File: config.mk
export PLATFORM = sky130hd
export DESIGN_NAME = mem_arbiter
export DESIGN_NICKNAME = d
export VERILOG_FILES = /design/src/rtl/mem_arbiter.sv
export SDC_FILE = /design/constraint.sdc
export NUM_CORES = 1
export LEC_CHECK = 0
export CORE_MARGIN = 2
export CORE_UTILIZATION = 40
export DETAILED_ROUTE_END_ITERATION = 8
export PLACE_DENSITY = 0.84
export SLEW_MARGIN = 20
export SYNTH_ARGS = -nofsm -noshare
export SYNTH_HDL_FRONTEND = slang
export SYNTH_SLANG_ARGS = --single-unit
File: constraint.sdc
create_clock -name clk_i -period 4.5 [get_ports clk_i]
set_clock_uncertainty 0.1 [all_clocks]
set_input_delay 0.45 -clock clk_i [delete_from_list [all_inputs] [get_ports clk_i]]
set_output_delay 0.45 -clock clk_i [all_outputs]
set_load 0.02 [all_outputs]
File: src/rtl/mem_arbiter.sv
// Two-requester round-robin arbiter in front of a single shared memory port.
// One transaction at a time: IDLE grants, BUSY waits for the memory (bounded
// by TIMEOUT cycles), DONE/ERR pulse the completion back to the winner.
module mem_arbiter #(
    parameter int ADDR_WIDTH = 6,
    parameter int WIDTH      = 16,
    parameter int TIMEOUT    = 15
) (
    input  logic                  clk_i,
    input  logic                  rst_i,

    input  logic                  m0_valid_i,
    input  logic                  m0_wr_rd_i,
    input  logic [ADDR_WIDTH-1:0] m0_addr_i,
    input  logic [WIDTH-1:0]      m0_wdata_i,
    output logic [WIDTH-1:0]      m0_rdata_o,
    output logic                  m0_ready_o,
    output logic                  m0_err_o,

    input  logic                  m1_valid_i,
    input  logic                  m1_wr_rd_i,
    input  logic [ADDR_WIDTH-1:0] m1_addr_i,
    input  logic [WIDTH-1:0]      m1_wdata_i,
    output logic [WIDTH-1:0]      m1_rdata_o,
    output logic                  m1_ready_o,
    output logic                  m1_err_o,

    output logic                  mem_valid_o,
    output logic                  mem_wr_rd_o,
    output logic [ADDR_WIDTH-1:0] mem_addr_o,
    output logic [WIDTH-1:0]      mem_wdata_o,
    input  logic [WIDTH-1:0]      mem_rdata_i,
    input  logic                  mem_ready_i,

    output logic                  gnt_o,
    output logic                  busy_o
);

    typedef enum logic [1:0] {IDLE, BUSY, DONE, ERR} state_t;

    // Last BUSY cycle index; timer counts 0..TIMEOUT-1.
    localparam logic [7:0] TMO_LAST = 8'(TIMEOUT - 1);

    state_t                    state_q, state_d;
    logic [7:0]                timer_q, timer_d;
    logic                      prio_q, prio_d;   // last granted requester
    logic                      gnt_d, busy_d;
    logic                      mem_valid_d, mem_wr_rd_d;
    logic [ADDR_WIDTH-1:0]     mem_addr_d;
    logic [WIDTH-1:0]          mem_wdata_d;
    logic [1:0][WIDTH-1:0]     rdata_q, rdata_d;
    logic [1:0]                ready_q, ready_d;
    logic [1:0]                err_q, err_d;
    logic                      pick;

    assign m0_rdata_o = rdata_q[0];
    assign m1_rdata_o = rdata_q[1];
    assign m0_ready_o = ready_q[0];
    assign m1_ready_o = ready_q[1];
    assign m0_err_o   = err_q[0];
    assign m1_err_o   = err_q[1];

    // Next-state and next-output logic; every registered output is computed here.
    always_comb begin
        state_d     = state_q;
        timer_d     = timer_q;
        prio_d      = prio_q;
        gnt_d       = gnt_o;
        mem_valid_d = mem_valid_o;
        mem_wr_rd_d = mem_wr_rd_o;
        mem_addr_d  = mem_addr_o;
        mem_wdata_d = mem_wdata_o;
        rdata_d     = rdata_q;
        ready_d     = 2'b00;
        err_d       = 2'b00;

        // Contention goes to whoever did not win last; otherwise the lone requester.
        pick = (m0_valid_i && m1_valid_i) ? ~prio_q : m1_valid_i;

        case (state_q)
            IDLE: begin
                if (m0_valid_i || m1_valid_i) begin
                    gnt_d       = pick;
                    prio_d      = pick;
                    mem_valid_d = 1'b1;
                    mem_wr_rd_d = pick ? m1_wr_rd_i : m0_wr_rd_i;
                    mem_addr_d  = pick ? m1_addr_i  : m0_addr_i;
                    mem_wdata_d = pick ? m1_wdata_i : m0_wdata_i;
                    timer_d     = 8'd0;
                    state_d     = BUSY;
                end
            end
            BUSY: begin
                // Completion is checked first so a late ready still beats the timeout.
                if (mem_ready_i) begin
                    rdata_d[gnt_o] = mem_rdata_i;
                    ready_d[gnt_o] = 1'b1;
                    mem_valid_d    = 1'b0;
                    state_d        = DONE;
                end else if (timer_q == TMO_LAST) begin
                    err_d[gnt_o]   = 1'b1;
                    mem_valid_d    = 1'b0;
                    state_d        = ERR;
                end else begin
                    timer_d        = timer_q + 8'd1;
                end
            end
            DONE:    state_d = IDLE;
            ERR:     state_d = IDLE;
            default: state_d = IDLE;
        endcase

        busy_d = (state_d != IDLE);
    end

    // State and output registers; reset leaves prio pointing at m1 so m0 wins first.
    always_ff @(posedge clk_i or negedge rst_i) begin
        if (!rst_i) begin
            state_q     <= IDLE;
            timer_q     <= 8'd0;
            prio_q      <= 1'b1;
            gnt_o       <= 1'b0;
            busy_o      <= 1'b0;
            mem_valid_o <= 1'b0;
            mem_wr_rd_o <= 1'b0;
            mem_addr_o  <= '0;
            mem_wdata_o <= '0;
            rdata_q     <= '0;
            ready_q     <= 2'b00;
            err_q       <= 2'b00;
        end else begin
            state_q     <= state_d;
            timer_q     <= timer_d;
            prio_q      <= prio_d;
            gnt_o       <= gnt_d;
            busy_o      <= busy_d;
            mem_valid_o <= mem_valid_d;
            mem_wr_rd_o <= mem_wr_rd_d;
            mem_addr_o  <= mem_addr_d;
            mem_wdata_o <= mem_wdata_d;
            rdata_q     <= rdata_d;
            ready_q     <= ready_d;
            err_q       <= err_d;
        end
    end

endmodule

# == Word-level counts from Yosys, hierarchy flattened ==
# Index checks and enable logic that the tools add are counted.
# totals
regBits,73
latch_bits,0
ram_bits,0
romBits,0
inputBits,67
output_inout_bits,62
mem_count,0
# classes
addsub,1
n_mul,0
n_div,0
magnitude_cmp,2
n_eq_ne,8
shifts,0
n_mux,26
bitwise,1
n_reduce_logical,11
# ops
op,count
$bwmux W32,1
$mux W16,2
$mux W8,3
$demux W16 S1,1
$mux W2,8
$pmux W8 S2,1
$add A8 B1 Y8 const B,1
$eq A8 B4 Y1 const B,1
$mux W1,6
$mux W6,1
$ne A2 B2 Y1 const B,3
$pmux W2 S3,1
$eq A2 B2 Y1 const B,2
$reduce_and A2 Y1,2
$reduce_and A4 Y1,1
$reduce_bool A2 Y1,2
$ne A3 B3 Y1 const B,1
$reduce_and A3 Y1,1
$eq A2 B1 Y1 const B,1
$logic_and A1 B1 Y1,2
$logic_not A2 Y1,1
$lt A1 B2 Y1 const B,1
$pmux W1 S2,1
$reduce_or A2 Y1,1
other kinds (4),4

# == Logic depth before layout (Yosys ltp) ==
# Gate-level depths: netlist of run 1.
# logic_depth
ltp_word,7
mapped_depth,7
mapped_depth_nobuf,6

# == Worst setup path before layout of run 1 ==
# Ideal clock, no wire load.
# synth_timing
path_type,flip-flop to flip-flop
startpoint,reg timer_q[0]
endpoint,reg timer_q[4]
arrival_ns,1.496
path_slack_ns,2.826
path_stages_with_launch,8
period_less_slack_ns,1.674
cell_sequence,dfrtp_1 inv_1 ha_1 nand4b_1 o41ai_1 buf_2 mux2i_1 o2bb2ai_1
# synth_via
elab_chain_len,4
# synth_lines
item,line_no,text
start: declaration,45,"logic [7:0] timer_q, timer_d;"
start signal: assignment,133,timer_q <= timer_d;
$add A8 B1 Y8,105,timer_d = timer_q + 8'd1;
$mux W8,100,end else if (timer_q == TMO_LAST) begin
$mux W8,95,if (mem_ready_i) begin
$pmux W8 S2,80,case (state_q)
# Parallel ways exist; a longest one is shown, timed or not. The select of a mux whose other input is x is not followed.
# A chain may end at the register's enable or synchronous reset.

# == Final worst setup path of run 1 ==
# layout_timing
startpoint,in m1_valid_i
endpoint,reg mem_wdata_o[13]
# layout_via
elab_chain_len,3
# layout_lines
item,line_no,text
start: declaration,20,"input logic m1_valid_i,"
$logic_and A1 B1 Y1,78,pick = (m0_valid_i && m1_valid_i) ? ~prio_q : m1_valid_i;
$mux W1,78,
$mux W16,88,mem_wdata_d = pick ? m1_wdata_i : m0_wdata_i;
end signal: assignment,140,mem_wdata_o <= mem_wdata_d;
end: declaration,31,"output logic [WIDTH-1:0] mem_wdata_o,"
# Parallel ways exist; a longest one is shown, timed or not.

==> flow_metrics.tcl, run 1 <==
set metrics [dict create \
    grt_pass1_vias 2349 \
    syn_nets 311 \
    critPathKind "input port to flip-flop" \
    syn_inst 242 \
    io_pins 129 \
    fin_nets 442 \
    report.final.slew_viol_count 0 \
    fin_setup_tns_ns 0 \
    clk_pin_slew_ns 0.08 \
    clk_latency_ns 0.34 \
    vias_per_cell 4.92 \
    slew_headroom_pct 31.4 \
    fill_cells 582 \
    routed_wl_mm 7.04 \
    netlist_area_um2 3050 \
    dp_hpwl_mm 5.18 \
    place.gp.congestion 0.810 \
    die_w_um 91.3 \
    cts_setup_buffers 0 \
    clock_path_buffers 2 \
    final_hold_viol_count 0 \
    crit_path_max_fanout 24 \
    n_antenna_cell 0 \
    ir_drop_mv 0.272 \
    rsz0062_at_grt "no" \
    synth_seq_area_share_pct 59.9 \
    hold_path_class "input port to asynchronous set/reset pin" \
    syn_to_final_growth_pct 52.5 \
    syn_avg_cell_area_um2 12.6 \
    required_ns 4.61 \
    ys_ff_latch 73 \
    dpl-instance-area_um2 4430 \
    antenna_found_initial 0 \
    cts.sinks 73 \
    top_layer "met4" \
    crit_arrival_ns 2.25 \
    grt_overflow 0 \
    final_cell_mix "127 x clkdlybuf4s50_1, 72 x dfrtp_1, 32 x mux2_1, 27 x nand2_1, 27 x o21ai_1" \
    fmax_ghz 0.466 \
    root_buffer "clkbuf_8" \
    wl_met3_um 434 \
    ys_async_sr_fraction_pct 100 \
    power.density_nw_per_um2 678 \
    tightest_slew_ns 1.03 \
    final_antenna_net_count 0 \
    power.leakage_nw 1.99 \
    grt_pass1_wl_mm 11.3 \
    row_count 31 \
    period_share_pct 47.7 \
    maxCapViolCount 0 \
    firstDrtPassIters 5 \
    post-route-min-period_ns 2.15 \
    cts_resized 0 \
    grt_max_degree 45 \
    routedWlPerCell_um 14.8 \
    drc_errors 0 \
    drt_iter0_markers 99 \
    num_vias 2348 \
    cts_made_buffers 9 \
    yosysWarnings 0 \
    ctsHoldBuffers 0 \
    core_um2 7330 \
    yosysUniqueCellTypes 37 \
    wl_met1_mm 3.17 \
    setup_viol 0 \
    synth_ff_type "dfrtp_1" \
    synth_edf_count 0 \
    cp-start-kind "input port" \
    initial_core_util_pct 41.6 \
    track_usage_pct 17.4 \
    portBuffers 128 \
    htreeDepth 3 \
    layout_commonest_cell "clkdlybuf4s50_1" \
    status "complete, no violations" \
    stdcell_area_um2 4650 \
    dieArea_um2 8340 \
    tritoncts "done" \
    drive_gt1_share_pct 6.88 \
    die_y_um 91.3 \
    end_kind "flip-flop" \
    met2_length_mm 3.36 \
]
metal layers:
layer	GRT usage (%)	vias to the layer above
li1	-	1119
met3	4.48	5
met4	7.20	0
met2	28.3	98
met1	22.0	1126
met5	0	-
cells in the mapped netlist, drive strengths merged, types with 2 or more instances:
master  number  area share (%)
a21oi        2            0.33
and3         3            0.62
buf          6             1.4
clkbuf       5            0.62
dfrtp       72              59
ha           2            0.82
inv          4            0.49
mux2        32              12
mux2i       24             7.9
nand2       27             3.3
nand2b       2            0.41
nand3        9             1.6
nor2         7             1.1
o21a         2            0.49
o21ai       28             4.7
o41ai        2            0.57
worst max-delay path, stage by stage:
cell and delay (ns):
clkdlybuf4s50_1 0.57, a21boi_4 0.85, mux2i_1 0.29, o21ai_1 0.08
path summary, 6_finish.rpt:
check                                    from               to  slack (ns)  depth (start not counted)
worst max-delay path               m1_valid_i  mem_wdata_o[13]        2.35                          4
worst min register to register  mem_addr_o[1]    mem_addr_o[1]        0.39                          2
worst min-delay path                    rst_i    m1_rdata_o[2]        0.03                          1
max in group asynchronous               rst_i   m0_rdata_o[13]        3.27                          2
worst max register to register     timer_q[0]       timer_q[4]        2.37                          7
min in group clk_i              mem_addr_o[1]    mem_addr_o[1]        0.39                          2
cell type report:
type,count,area (µm²),share of cell area (%)
Timing Repair Buffer,131,1300,27.9
Inverter,4,15.0,0.323
Clock inverter,4,76.3,1.64
Clock buffer,12,145,3.12
Tap cell,99,124,2.66
Multi-Input combinational cell,154,1170,25.1
Sequential cell,73,1830,39.3
stage by stage:
| stage | total power [mW] | hold WS [ns] | std cells | worst slack (ns) | util [%] |
|---|---|---|---|---|---|
| detailed placement | 2.61 | 0.375 | 461 | 1.97 | 60.5 |
| CTS | 3.19 | 0.0501 | 477 | 2.33 | 63.5 |
| floorplan | 1.87 | 0.0544 | 242 | 2.83 | - |
| global route | 3.34 | 0.0732 | 477 | 2.21 | 63.5 |
| global placement | 2.56 | 0.366 | 461 | 2.05 | 60.5 |
| finish | 3.16 | 0.0336 | 477 | 2.35 | 63.5 |
power breakdown:
group | leakage (nW) | switching (mW) | internal (mW)
sequential | 0.900 | 0.178 | 0.949
combinational | 0.980 | 0.740 | 0.719
clock | 0.107 | 0.241 | 0.329
flip-flops by register name (all words and copies together) (netlist names):
signal / count
mem_valid_o: 1
mem_wr_rd_o: 1
m1_rdata_o: 16
ready_q: 2
gnt_o: 1
mem_wdata_o: 16
timer_q: 8
m0_rdata_o: 16
mem_addr_o: 6
state_q: 2
busy_o: 1
prio_q: 1
err_q: 2
cell families after synthesis:
| logic type | share of synthesized area, % |
|---|---|
| muxes | 19.7 |
| xor gates and xnor gates | 0.287 |
| buffers and inverters | 2.46 |
| adders and majority gates | 0.820 |
| DFF | 59.9 |
| and+or+nand+nor | 8.94 |
| AOI/OAI and AO/OA | 7.91 |
No activity file was read; power rests on OpenSTA's default activity.
==> run 2: changes to the inputs <==
--- a/config.mk
+++ b/config.mk
@@ -6,7 +6,7 @@
 export NUM_CORES = 1
 export LEC_CHECK = 0
 export CORE_MARGIN = 2
-export CORE_UTILIZATION = 40
+export CORE_UTILIZATION = 38
 export DETAILED_ROUTE_END_ITERATION = 8
 export PLACE_DENSITY = 0.84
 export SLEW_MARGIN = 20
==> constraint.sdc (replaced) <==
create_clock -name clk_i -period 1.9 [get_ports clk_i]
set_clock_uncertainty 0.1 [all_clocks]
set_input_delay 0.19 -clock clk_i [delete_from_list [all_inputs] [get_ports clk_i]]
set_output_delay 0.19 -clock clk_i [all_outputs]
set_load 0.02 [all_outputs]
==> run 2 against run 1 <==
  * Count of clock-buffer cells in the layout fell by 1
  * Largest cell class unchanged
  * Clock power is 110% higher
  * Non-clock buffer count up 9
  * Combinational power up 150%
  * Sequential power up 130%
==> flow_metrics.tcl, run 2 (synthesized netlist as in run 1, its figures left out) <==
set metrics [dict create \
    crit_arrival_ns 1.50 \
    report.final.slew_viol_count 0 \
    tritoncts "done" \
    holdWs_ns 0.297 \
    post-route-min-period_ns 1.79 \
    clk_latency_ns 0.33 \
    place.gp.congestion 0.840 \
    layout_commonest_cell "clkdlybuf4s50_1" \
    core_um2 7770 \
    die_y_um 93.6 \
    clock_path_buffers 2 \
    tightest_slew_ns 0.496 \
    critical_path.max_stage_delay_ns 0.66 \
    drc_errors 0 \
    n_antenna_cell 0 \
    fmax_ghz 0.560 \
    portBuffers 128 \
    fin_setup_tns_ns 0 \
    cts_made_buffers 9 \
    totalPowerFinal_mw 7.47 \
    critPathKind "flip-flop to primary output" \
    hold_path_class "input port to asynchronous set/reset pin" \
    firstDrtPassIters 4 \
    path_delay_family "buffers and inverters" \
    row_count 32 \
    dieArea_um2 8760 \
    maxCapViolCount 0 \
    fill_cells 658 \
    slew_headroom_pct 66.6 \
    die_w_um 93.6 \
    status "complete, no violations" \
    cts.sinks 73 \
    clk_pin_slew_ns 0.08 \
    routed_wl_mm 6.85 \
    io_pins 129 \
    cp-start-kind "flip-flop" \
    crit_slowest_cell "clkdlybuf4s50_1" \
    cts_setup_buffers 0 \
    syn_to_final_growth_pct 56.7 \
    ir_drop_mv 0.536 \
    htreeDepth 3 \
    grt_pass1_wl_mm 11.1 \
    final_antenna_net_count 0 \
    setup_viol 0 \
    grt_max_degree 48 \
    fin_nets 451 \
    num_vias 2353 \
    antenna_found_initial 0 \
    drive_gt1_share_pct 9.33 \
    rsz0062_at_grt "no" \
    power.leakage_nw 2.05 \
    drt_iter0_markers 118 \
    vias_per_cell 4.82 \
    grt_overflow 0 \
    path_buf_inv 1 \
    track_usage_pct 16.2 \
    end_kind "primary output" \
    period_share_pct 94.0 \
    root_buffer "clkbuf_8" \
    crit_path_max_fanout 6 \
    final_hold_viol_count 0 \
    routedWlPerCell_um 14.0 \
    dp_hpwl_mm 5.26 \
    required_ns 1.61 \
    cp_cell_sequence "clkdlybuf4s50_1" \
    grt_pass1_vias 2370 \
    initial_core_util_pct 39.3 \
    final_cell_mix "127 x clkdlybuf4s50_1, 72 x dfrtp_1, 32 x mux2_1, 27 x nand2_1, 27 x o21ai_1" \
    power.density_nw_per_um2 1560 \
]
run 2: area by class of cell:
type / count / area (µm²) / share of cell area, %
clock buffer: 11 / 151 / 3.17
clock inverter: 4 / 51.3 / 1.07
inverter: 4 / 15.0 / 0.314
multi-input combinational: 154 / 1170 / 24.6
sequential: 73 / 1830 / 38.2
tap: 102 / 128 / 2.67
timing repair buffer: 140 / 1430 / 30.0
run 2: metal layers:
metal	GRT usage [%]	vias to the layer above	wire, µm
li1	-	1139	-
met1	19.3	1118	2780
met2	27.7	92	3500
met3	4.83	4	542
met4	5.80	0	37
met5	0	-	0
run 2: path summary, 6_finish.rpt:
| kind | end | startpoint | cells after the start | slack, ns |
|---|---|---|---|---|
| max | gnt_o | gnt_o | 1 | 0.11 |
| min | m1_rdata_o[5] | rst_i | 2 | 0.30 |
| max reg2reg | timer_q[4] | timer_q[1] | 6 | 0.16 |
| min reg2reg | m0_rdata_o[3] | m0_rdata_o[3] | 1 | 0.38 |
| max in group asynchronous | mem_wdata_o[13] | rst_i | 3 | 0.85 |
| min in group clk_i | m1_rdata_o[13] | mem_rdata_i[13] | 2 | 0.37 |
run 2: power by group:
| group | leakage, nW | internal (mW) | switching (mW) | total [mW] |
|---|---|---|---|---|
| Combinational | 1.05 | 1.82 | 1.79 | 3.61 |
| Clock | 0.102 | 0.673 | 0.537 | 1.21 |
| Sequential | 0.900 | 2.25 | 0.403 | 2.65 |
run 2: per-stage QoR:
step | setup WS, ns | util, % | cells | instance area [µm²]
finish | 0.114 | 61.6 | 488 | 4780
global route | 0.0459 | 61.6 | 488 | 4780
CTS | 0.0578 | 61.5 | 488 | 4770
detailed placement | 0.0767 | 58.7 | 472 | 4560
global placement | 0.150 | 58.7 | 472 | 4560
floorplan | 0.226 | - | 242 | 3050
run 2: repair_timing:
action / in CTS / in global routing
gates resized for setup: 0 / 1
setup endpoints to repair: 0 / 1
endpoints found under the hold margin: 36 / 0
hold buffers: 1 / 0
==> run 3: changes to the inputs <==
--- a/config.mk
+++ b/config.mk
@@ -5,10 +5,11 @@
 export SDC_FILE = /design/constraint.sdc
 export NUM_CORES = 1
 export LEC_CHECK = 0
+export ABC_AREA = 1
 export CORE_MARGIN = 2
-export CORE_UTILIZATION = 38
+export CORE_UTILIZATION = 43
 export DETAILED_ROUTE_END_ITERATION = 8
-export PLACE_DENSITY = 0.84
+export PLACE_DENSITY = 0.88
 export SLEW_MARGIN = 20
 export SYNTH_ARGS = -nofsm -noshare
 export SYNTH_HDL_FRONTEND = slang
==> constraint.sdc (replaced) <==
create_clock -name clk_i -period 1.7 [get_ports clk_i]
set_clock_uncertainty 0.1 [all_clocks]
set_input_delay 0.17 -clock clk_i [delete_from_list [all_inputs] [get_ports clk_i]]
set_output_delay 0.17 -clock clk_i [all_outputs]
set_load 0.02 [all_outputs]
==> run 3 against run 2 <==
  * Power up 12%
  * First-iteration DRC count up 68%
  * Critical path depth unchanged
  * Combinational power is 10% higher
  * Final cell count increased by 21%
  * Via count up 20%
  * Global-route usage rose by 4.8 points
  * Non-clock buffer count grew 1
  * Critical path type unchanged
  * Largest cell class unchanged
==> flow_metrics.tcl, run 3 <==
set metrics [dict create \
    syn_to_final_growth_pct 53.4 \
    totalPowerFinal_mw 8.33 \
    critical_path.max_stage_delay_ns 0.64 \
    holdWs_ns 0.144 \
    row_count 30 \
    dieArea_um2 7910 \
    path_buf_inv 1 \
    top_layer "met4" \
    netlist_area_um2 3100 \
    rsz0062_at_grt "no" \
    n_antenna_cell 0 \
    die_y_um 89.0 \
    cp_cell_sequence "clkdlybuf4s50_1" \
    portBuffers 128 \
    clock_path_buffers 2 \
    dp_hpwl_mm 6.02 \
    crit_slowest_cell "clkdlybuf4s50_1" \
    layoutNonFillerInstCount 591 \
    die_w_um 89.0 \
    wl_met3_um 571 \
    synth_common_cells "88 x nand2_1, 72 x dfrtp_1, 55 x o21ai_1, 38 x nor2_1" \
    yosysUniqueCellTypes 25 \
    path_delay_family "buffers and inverters" \
    power.switching_mw 3.23 \
    dp_cells 574 \
    htreeDepth 3 \
    core_um2 6910 \
    fmax_ghz 0.603 \
    setup_viol 0 \
    cts.sinks 73 \
    power.share.sequential_pct 34.8 \
    ys_ff_latch 73 \
    p_comb_share_pct 47.7 \
    layout_commonest_cell "clkdlybuf4s50_1" \
    cts_made_buffers 9 \
    syn_nets 423 \
    final_antenna_net_count 0 \
    tritoncts "done" \
    final_hold_viol_count 0 \
    ir_drop_mv 0.809 \
    synth_seq_area_share_pct 58.9 \
    grt_max_degree 34 \
    maxCapViolCount 0 \
    yosysWarnings 0 \
    crit_path_max_fanout 4 \
    period_share_pct 97.5 \
    place.gp.congestion 0.882 \
    swShare_pct 38.8 \
    fin_setup_tns_ns 0 \
    wl_met1_mm 3.17 \
    ys_async_sr_fraction_pct 100 \
    grt_pass1_wl_mm 12.7 \
    grt_overflow 0 \
    fin_nets 559 \
    grt_pass1_vias 2731 \
    root_buffer "clkbuf_8" \
    critPathKind "flip-flop to primary output" \
    post-route-min-period_ns 1.66 \
    report.final.slew_viol_count 0 \
    internal_power_mw 5.10 \
    vias_per_cell 4.76 \
    clk_latency_ns 0.35 \
    drt_iter0_markers 198 \
    yosysTopAreaCellShare_pct 58.0 \
    drc_errors 0 \
    power.leakage_nw 2.17 \
    synth.most_common_cell "nand2_1" \
    final_cell_mix "127 x clkdlybuf4s50_1, 88 x nand2_1, 72 x dfrtp_1, 55 x o21ai_1, 38 x nor2_1" \
    firstDrtPassIters 5 \
    drive_gt1_share_pct 7.68 \
    met2_length_mm 4.12 \
    syn_inst 354 \
    power.density_nw_per_um2 1750 \
    clk_pin_slew_ns 0.08 \
    synth_edf_count 0 \
    required_ns 1.43 \
    cp-start-kind "flip-flop" \
    track_usage_pct 20.9 \
    synth_area_leader_cell "dfrtp_1" \
    cts_setup_buffers 0 \
    end_kind "primary output" \
    synthTopCellsByArea "dfrtp_1 58%, nand2_1 11%, o21ai_1 8.9%" \
    synth_ff_type "dfrtp_1" \
    routed_wl_mm 8.03 \
    initial_core_util_pct 44.9 \
    io_pins 129 \
    crit_arrival_ns 1.39 \
    dpl-instance-area_um2 4540 \
    power.share.clock_pct 17.5 \
    routedWlPerCell_um 13.6 \
    status "complete, no violations" \
    antenna_found_initial 0 \
    slew_headroom_pct 78.1 \
    tightest_slew_ns 0.329 \
    stdcell_area_um2 4760 \
    num_vias 2812 \
    syn_avg_cell_area_um2 8.77 \
    hold_path_class "input port to asynchronous set/reset pin" \
]
==> run 3: changes by cell type in the layout (fill, tap and decap cells not counted), sizes merged, moves of 24 or more <==
cell   delta
inv      +24
o21ai    +56
mux2i    -24
nor2     +32
mux2     -32
nand2    +63
==> run 3: cell type report <==
class | instances | area (µm²)
clock buffer | 11 | 131
sequential | 73 | 1830
inverter | 31 | 118
clock inverter | 5 | 80.1
fill | 531 | 2140
tap | 96 | 120
multi-input combinational | 234 | 1070
timing repair buffer | 141 | 1420
==> run 3: final timing paths <==
check	from	to	slack (ns)	cells after the start
max in group asynchronous	rst_i	mem_addr_o[2]	0.76	3
worst max register to register	state_q[0]	mem_addr_o[4]	0.22	5
worst max-delay path	gnt_o	gnt_o	0.04	1
min in group clk_i	mem_rdata_i[6]	m1_rdata_o[6]	0.28	3
worst min-delay path	rst_i	m0_rdata_o[3]	0.14	2
worst min register to register	prio_q	prio_q	0.37	2
==> run 3: repair_timing <==
action	in CTS	in global routing
hold endpoints to repair	72	0
endpoints found under the setup margin	0	1
gates resized for setup	0	1
hold buffers	1	0
==> run 3: cells by family after synthesis <==
family,after synthesis,synth area share [%]
simple gates,146,19.1
compound gates,84,14.0
flops,73,58.9
buf+inv,47,6.65
xor+xnor,2,0.564
fa+ha+maj,2,0.806
==> run 3: power by group through the flow <==
stage / combinational, mW / clock, mW / sequential [mW]
after floorplan: 1.21 / 0 / 3.69
after global placement: 3.87 / 0 / 2.88
after detailed placement: 3.99 / 0 / 2.90
after CTS: 4.00 / 1.48 / 2.89
after global routing: 4.31 / 1.55 / 2.98
final: 3.98 / 1.46 / 2.89
==> run 3: stage by stage <==
stage               utilization (%)  worst slack [ns]
finish                         69.0            0.0421
global route                   69.0           0.00122
CTS                            68.9            0.0252
detailed placement             65.7            0.0462
global placement               65.7             0.135
floorplan                         -             0.383
==> run 3: metal layers <==
| metal | global-route usage, % | up-vias |
|---|---|---|
| li1 | - | 1404 |
| met1 | 25.4 | 1285 |
| met2 | 35.3 | 111 |
| met3 | 5.72 | 12 |
| met4 | 9.09 | 0 |
| met5 | 0 | - |
